**src/rtl/sevenseg_scan_ctrl_pkg.sv**
```systemverilog
// Shared types and constants for the seven-segment scan controller:
// scan state encoding, the active-low hex segment table and the
// "everything dark" values for anodes and segments.
package sevenseg_pkg;

    // Scan phases within one digit slot.
    typedef enum logic {
        BLANK = 1'b0,
        ON    = 1'b1
    } scan_state_t;

    // Widest supported display; anode constants are sized for it and
    // sliced down by the user.
    localparam int MAX_DIGITS = 8;

    // Active-low segment patterns {g,f,e,d,c,b,a} for hex codes 0..F.
    localparam logic [6:0] SEG_TABLE [16] = '{
        7'h40, 7'h79, 7'h24, 7'h30,
        7'h19, 7'h12, 7'h02, 7'h78,
        7'h00, 7'h10, 7'h08, 7'h03,
        7'h46, 7'h21, 7'h06, 7'h0E
    };

    // All segments dark.
    localparam logic [6:0] SEG_OFF = 7'h7F;

    // All anodes off (active-low), sized for the widest display.
    localparam logic [MAX_DIGITS-1:0] AN_OFF = '1;

    // Larger of two integers, used to size the shared slot counter.
    function automatic int max2(input int a, input int b);
        return (a > b) ? a : b;
    endfunction

endpackage

```
**src/rtl/sevenseg_scan_ctrl_if.sv**
```systemverilog
// Bundle of the datapath-facing inputs and display-pin outputs of the
// scan controller. The controller takes the slave view; whatever feeds
// it the value and observes the pins takes the master view.
interface sevenseg_scan_ctrl_if #(
    parameter int N_DIGITS = 4
);
    logic [4*N_DIGITS-1:0] value;
    logic                  load;
    logic [N_DIGITS-1:0]   digit_en;
    logic [N_DIGITS-1:0]   an;
    logic [6:0]            seg;
    logic                  frame_tick;

    modport master (
        output value,
        output load,
        output digit_en,
        input  an,
        input  seg,
        input  frame_tick
    );

    modport slave (
        input  value,
        input  load,
        input  digit_en,
        output an,
        output seg,
        output frame_tick
    );
endinterface

```
**src/rtl/sevenseg_scan_ctrl_hex_decode.sv**
```systemverilog
// Combinational hex nibble to active-low seven-segment decoder.
module sevenseg_hex_decode
    import sevenseg_pkg::*;
(
    input  logic [3:0] i_nib,
    output logic [6:0] o_seg
);

    // Straight table lookup; the table already holds active-low patterns.
    always_comb begin
        o_seg = SEG_TABLE[i_nib];
    end

endmodule

```
**src/rtl/sevenseg_scan_ctrl.sv**
```systemverilog
// Time-multiplexed scan controller for a common-anode seven-segment
// display. A shadow register holds the packed hex value; each digit gets
// a slot of BLANK_CYC dark cycles followed by ON_CYC lit cycles. The
// digit's nibble and enable are frozen into a slot register at the
// BLANK->ON edge so mid-slot loads or enable changes never glitch the
// lit digit. an/seg are registered from the current state (one cycle
// behind it); frame_tick is registered from the next state so that it
// lands exactly on the final ON cycle of the last digit.
//
// Build option: define SEVSEG_LZ_SUPPRESS_EN to blank leading-zero
// digits (digit 0 is never suppressed).
module sevenseg_scan_ctrl
    import sevenseg_pkg::*;
#(
    parameter int N_DIGITS  = 4,
    parameter int ON_CYC    = 50000,
    parameter int BLANK_CYC = 500
) (
    input  logic                 clk,
    input  logic                 rst_n,
    sevenseg_scan_ctrl_if.slave  bus
);

    localparam int CNT_MAX = max2(ON_CYC, BLANK_CYC);
    localparam int CNT_W   = (CNT_MAX > 1) ? $clog2(CNT_MAX) : 1;
    localparam int IDX_W   = $clog2(N_DIGITS);

    localparam logic [CNT_W-1:0] BLANK_LAST = CNT_W'(BLANK_CYC - 1);
    localparam logic [CNT_W-1:0] ON_LAST    = CNT_W'(ON_CYC - 1);
    localparam logic [IDX_W-1:0] IDX_LAST   = IDX_W'(N_DIGITS - 1);

    // State and datapath registers
    scan_state_t           r_state;
    logic [CNT_W-1:0]      r_cnt;
    logic [IDX_W-1:0]      r_idx;
    logic [4*N_DIGITS-1:0] r_shadow;
    logic [3:0]            r_slot_nib;
    logic                  r_slot_en;
    logic [N_DIGITS-1:0]   r_an;
    logic [6:0]            r_seg;
    logic                  r_frame_tick;

    // Next-state and combinational helpers
    scan_state_t           w_state_next;
    logic [CNT_W-1:0]      w_cnt_next;
    logic [IDX_W-1:0]      w_idx_next;
    logic                  w_capture;
    logic [3:0]            w_nibs [N_DIGITS];
    logic [N_DIGITS-1:0]   w_upper_zero;
    logic [N_DIGITS-1:0]   w_an_lit;
    logic [3:0]            w_cur_nib;
    logic                  w_cur_en;
    logic                  w_slot_en_next;
    logic [6:0]            w_dec_seg;
    logic [N_DIGITS-1:0]   w_an_next;
    logic [6:0]            w_seg_next;
    logic                  w_frame_tick_next;

    // Per-digit views of the shadow value: the nibble itself, whether it
    // and every more significant nibble are zero, and the one-cold anode
    // pattern that lights just this digit.
    generate
        for (genvar gi = 0; gi < N_DIGITS; gi++) begin : g_digit
            assign w_nibs[gi]       = r_shadow[4*gi +: 4];
            assign w_upper_zero[gi] = ~|r_shadow[4*N_DIGITS-1 : 4*gi];
            assign w_an_lit[gi]     = (r_idx != IDX_W'(gi));
        end
    endgenerate

    assign w_cur_nib = w_nibs[r_idx];
    assign w_cur_en  = bus.digit_en[r_idx];

`ifdef SEVSEG_LZ_SUPPRESS_EN
    // A digit above position 0 whose nibble and all higher nibbles are
    // zero is a leading zero and stays dark.
    assign w_slot_en_next = w_cur_en & ~((r_idx != '0) & w_upper_zero[r_idx]);
`else
    // Every enabled digit is shown, leading zeros included; the zero
    // flags are not needed in this build.
    assign w_slot_en_next = w_cur_en;
    logic w_unused_upper_zero;
    assign w_unused_upper_zero = ^w_upper_zero;
`endif

    // Scan state register: phase, slot counter and digit index.
    always_ff @(posedge clk or negedge rst_n) begin
        if (!rst_n) begin
            r_state <= BLANK;
            r_cnt   <= '0;
            r_idx   <= '0;
        end else begin
            r_state <= w_state_next;
            r_cnt   <= w_cnt_next;
            r_idx   <= w_idx_next;
        end
    end

    // Next-state logic: count through BLANK then ON, advancing the digit
    // index (with wrap) at the end of each ON phase.
    always_comb begin
        w_state_next = r_state;
        w_cnt_next   = r_cnt + CNT_W'(1);
        w_idx_next   = r_idx;
        w_capture    = 1'b0;
        case (r_state)
            BLANK: begin
                if (r_cnt == BLANK_LAST) begin
                    w_state_next = ON;
                    w_cnt_next   = '0;
                    w_capture    = 1'b1;
                end
            end
            ON: begin
                if (r_cnt == ON_LAST) begin
                    w_state_next = BLANK;
                    w_cnt_next   = '0;
                    w_idx_next   = (r_idx == IDX_LAST) ? '0 : r_idx + IDX_W'(1);
                end
            end
            default: begin
                w_state_next = BLANK;
                w_cnt_next   = '0;
            end
        endcase
    end

    // Shadow register takes the datapath value only when load is pulsed.
    always_ff @(posedge clk or negedge rst_n) begin
        if (!rst_n) begin
            r_shadow <= '0;
        end else if (bus.load) begin
            r_shadow <= bus.value;
        end
    end

    // Slot register: freeze this digit's nibble and enable at BLANK->ON,
    // reading the shadow as it stood before any same-edge load.
    always_ff @(posedge clk or negedge rst_n) begin
        if (!rst_n) begin
            r_slot_nib <= '0;
            r_slot_en  <= 1'b0;
        end else if (w_capture) begin
            r_slot_nib <= w_cur_nib;
            r_slot_en  <= w_slot_en_next;
        end
    end

    sevenseg_hex_decode u_decode (
        .i_nib (r_slot_nib),
        .o_seg (w_dec_seg)
    );

    // Pin values for the current phase, plus the end-of-frame marker
    // looked ahead one cycle so the registered pulse is on time.
    always_comb begin
        w_an_next  = AN_OFF[N_DIGITS-1:0];
        w_seg_next = SEG_OFF;
        if (r_state == ON && r_slot_en) begin
            w_an_next  = w_an_lit;
            w_seg_next = w_dec_seg;
        end
        w_frame_tick_next = (w_state_next == ON) && (w_cnt_next == ON_LAST) &&
                            (w_idx_next == IDX_LAST);
    end

    // Registered display pins and frame pulse.
    always_ff @(posedge clk or negedge rst_n) begin
        if (!rst_n) begin
            r_an         <= AN_OFF[N_DIGITS-1:0];
            r_seg        <= SEG_OFF;
            r_frame_tick <= 1'b0;
        end else begin
            r_an         <= w_an_next;
            r_seg        <= w_seg_next;
            r_frame_tick <= w_frame_tick_next;
        end
    end

    assign bus.an         = r_an;
    assign bus.seg        = r_seg;
    assign bus.frame_tick = r_frame_tick;

endmodule

```
**src/flat_wrapper.sv**
```systemverilog
// flat-port wrapper written by rule: the top's interface ports become plain ports
module sevenseg_scan_ctrl_flat import sevenseg_pkg::*;
#(
    parameter int N_DIGITS  = 4,
    parameter int ON_CYC    = 50000,
    parameter int BLANK_CYC = 500
)
  (clk, rst_n, bus_value, bus_load, bus_digit_en, bus_an, bus_seg, bus_frame_tick);
  sevenseg_scan_ctrl_if #(.N_DIGITS(N_DIGITS)) bus_i ();
  input  logic clk;
  input  logic rst_n;
  input wire logic [$bits(bus_i.value)-1:0] bus_value;
  input wire logic [$bits(bus_i.load)-1:0] bus_load;
  input wire logic [$bits(bus_i.digit_en)-1:0] bus_digit_en;
  output wire logic [$bits(bus_i.an)-1:0] bus_an;
  output wire logic [$bits(bus_i.seg)-1:0] bus_seg;
  output wire logic [$bits(bus_i.frame_tick)-1:0] bus_frame_tick;
  assign bus_i.value = bus_value;
  assign bus_i.load = bus_load;
  assign bus_i.digit_en = bus_digit_en;
  assign bus_an = bus_i.an;
  assign bus_seg = bus_i.seg;
  assign bus_frame_tick = bus_i.frame_tick;
  sevenseg_scan_ctrl #(.N_DIGITS(N_DIGITS), .ON_CYC(ON_CYC), .BLANK_CYC(BLANK_CYC)) u_core (.clk(clk), .rst_n(rst_n), .bus(bus_i));
endmodule
```
**config.mk**
```make
export PLATFORM = sky130hd
export DESIGN_NAME = sevenseg_scan_ctrl_flat
export DESIGN_NICKNAME = d
export VERILOG_FILES = /design/src/rtl/sevenseg_scan_ctrl_pkg.sv /design/src/rtl/sevenseg_scan_ctrl_if.sv /design/src/rtl/sevenseg_scan_ctrl_hex_decode.sv /design/src/rtl/sevenseg_scan_ctrl.sv /design/src/flat_wrapper.sv
export SDC_FILE = /design/constraint.sdc
export NUM_CORES = 1
export LEC_CHECK = 0
export CORE_UTILIZATION = 40
export DETAILED_ROUTE_END_ITERATION = 6
export SYNTH_ARGS = -nofsm -noshare
export SYNTH_HDL_FRONTEND = slang
export SYNTH_SLANG_ARGS = --single-unit
```
**constraint.sdc**
```tcl
create_clock -name clk -period 2.9 [get_ports clk]
set_input_delay 0.58 -clock clk [delete_from_list [all_inputs] [get_ports clk]]
set_output_delay 0.58 -clock clk [all_outputs]
set_load 0.02 [all_outputs]
```
==> metrics.txt <==
outcome=completed; Layout fillers=around 590; worst r2r path cells=5; WL met2=between 2 and 2.5 mm; CORE AREA=6310 µm²; Post-Synth Adder-Cell Area=5.28%; Worst-Skew Late Latency=roughly 310 ps; nets=285; Avg WL per Cell=13.9 µm; period utilisation layout=79.8%; Worst Setup EP=u_core.bus.frame_tick; die area=6850 µm²; Max Fclk=0.432 GHz; Port Buffer Count=34; Synth Area in XOR/XNOR=4.70%; share of cells above drive strength 1=21.8%; # Post-CTS Setup Buffers=0; post-synthesis cell area=2610 µm²; Seq. cell area=1320 µm²; Internal Power=1060 µW; Pwr Density=432 nW/µm²; clock skew=~15 ps; Yosys top cell by area=dfrtp_1; RR Startpoint=u_core.r_state; Final Max Tran Viols=0; fin area=3120 µm²; hold_buf cts=0; DP Area=roughly 3000 µm²; Final GP Congestion=0.791; Final setup viols=0; relative slew slack=53.4%; Via-to-Cell Ratio=about 5.1; vias in the first global route=1681; die width=82.7 µm; CTS root buf=clkbuf_8; largest cells by area after synthesis=dfrtp_1 39%, dfstp_2 11%, mux2_2 8.2%, ha_1 5.3%, mux4_2 5.2%; Multi-input gate area=~1200 µm²; Syn-to-layout area delta=19.5%; routed via count=1677; clock transition at the registers of the reported paths=100 ps; Sw Share=21.0%; DRC viols=0; wl on met1=2.30 mm; HPWL Detailed=around 3.4 mm; Hold Vio Cnt, Final=0; post-route ant nets=0; FFs w/ async S/R, synth=100%; Die H=82.7 µm; RSZ-0062 raised after global routing=false; Leak=~0.0013 µW; peak supply drop=approximately 0.30 mV; predominant post-synthesis flop cell=dfrtp_1; CTS HTree Levels=2; largest net degree at the start of global routing=22; final hold slack=174 ps; # rows=29; synthesized area per cell=11.9 µm²; first-pass GRT wire length=8.07 mm; R2R setup slack=590 ps; Worst-Margin Slew=697 ps; CP Launch Point=u_core.r_state; TritonCTS Buffers=5; Post-synth EDFFs=0; max-cap violations=0; largest family of logic cells by synthesized area=multiplexers; Comb pwr share=between 6 and 7%; FF-to-FF End=u_core.bus.frame_tick; crit start category=flip-flop; CP Max Fanout=11; clock network fraction of design power=37.4%; Top Metal Used=met4; Hold WC Path Type=in -> async; TritonCTS clock tree=built; syn nets=between 200 and 300; synth unique cells=43; Worst setup EP type=flip-flop; Max clock buf depth=2; mux contribution to synthesized area=16.1%; Synth Warn #=0; # clock sinks=52; Net Switching=283 µW; fin util=roughly half; setup_tns=0 ps; compound-gate portion of the synthesized area=5.47%; First DRT Iteration DRCs=89; kind of critical path=reg -> reg; Tmin final=2310 ps; post-CTS sizing=0; GRT Residual Overflow=0; DRT Pass-1 Iters=4; Starting Density=41.3%; Seq/Total Area, Yosys=between 50% and 60%; post-synth top area share=between 30 and 40%; final wirelength=4.57 mm; Critical Path RT=3100 ps; simple-gate share of the synthesized area=14.8%; # IOs=35; number of diodes=0; initial antenna violation count=0; Syn Inst Count=220; #FFs+latches synth=52; Tot GR Track Use=15.9%; Seq pwr share=a little under three fifths; met3 routed WL=between 100 and 150 µm; Worst EP arrival=around 2500 ps
## cell usage after synthesis, drive strengths merged, types with 5 or more instances
master  instances
o21ai           6
clkbuf          8
inv             8
ha             11
nand4           5
xnor2          10
nand3           9
mux4            6
dfstp          11
nor2           23
dfrtp          41
nand2          16
mux2           21
## critical path, cell delays in order, from the launching register on
cell and delay, ps:
dfrtp_1 420, or4_1 530, or4_4 540, a21oi_2 440, nor2_1 130, o211a_1 130
## per-layer routing
| metal | up-vias | track usage, % |
|---|---|---|
| li1 | 842 | - |
| met1 | 792 | 23.0 |
| met2 | 35 | 23.4 |
| met3 | 8 | 3.74 |
| met4 | 0 | 4.66 |
| met5 | - | 0 |
## cell type report
cell class | instances | share of cell area (%)
Clock buffer | 5 | 2.21
Clock inverter | 3 | 1.53
Inverter | 8 | 0.963
Multi-Input combinational cell | 148 | 38.8
Sequential cell | 52 | 42.2
Tap cell | 77 | 3.09
Timing Repair Buffer | 36 | 11.2
## through the flow
stage               total power (µW)  cells  setup slack (ps)
CTS                             1370    329               561
global placement                 856    321               629
floorplan                        804    220               890
detailed placement               858    321               579
finish                          1350    329               587
global route                    1410    329               428
## cell families after synthesis
group	after synthesis
and+or+nand+nor	73
DFF	52
muxes	31
buffers and inverters	20
AOI/OAI and AO/OA	19
xor gates and xnor gates	14
adders and majority gates	11
## registers in the layout, summed over array words and instances (netlist names)
signal,count
u_core.bus.an,4
u_core.bus.frame_tick,1
u_core.bus.seg,7
u_core.r_cnt,16
u_core.r_idx,2
u_core.r_shadow,16
u_core.r_slot_en,1
u_core.r_slot_nib,4
u_core.r_state,1
## cells in the final DEF (no fill, tap or decap), types with 2 or more instances in the layout
master and count:
clkdlybuf4s50_1 33, xnor2_1 10, nor4bb_1 2, buf_4 2, mux2_4 2, mux4_2 6
and3b_1 2, clkbuf_8 5, nand2_1 16, o211ai_1 3, mux2_2 19, a31oi_1 2
ha_1 11, nor4_1 2, clkinv_4 2, dfrtp_1 41, nand4_1 5, dfstp_2 11
inv_1 8, nor3_1 4, xor2_1 4, mux2i_1 4, o21ai_0 6, nor2_1 22
and4b_1 2, nand3_1 9
## worst min-delay path by stage
| stage | end | start | cells past startpoint |
|---|---|---|---|
| after floorplan | u_core.bus.frame_tick | rst_n | 0 |
| after global placement | u_core.r_shadow[5] | u_core.r_shadow[5] | 1 |
| after detailed placement | u_core.r_shadow[0] | u_core.r_shadow[0] | 1 |
| after CTS | u_core.bus.frame_tick | rst_n | 1 |
| after global routing | u_core.bus.frame_tick | rst_n | 1 |
| final | u_core.bus.frame_tick | rst_n | 1 |
## power by group through the flow
stage | sequential, µW | combinational, µW | clock [µW]
finish | 759 | 83.4 | 503
global route | 763 | 93.9 | 553
CTS | 759 | 85.9 | 525
detailed placement | 773 | 85.5 | 0
global placement | 772 | 84.7 | 0
floorplan | 768 | 36.0 | 0
No activity file was read; power rests on OpenSTA's default activity.
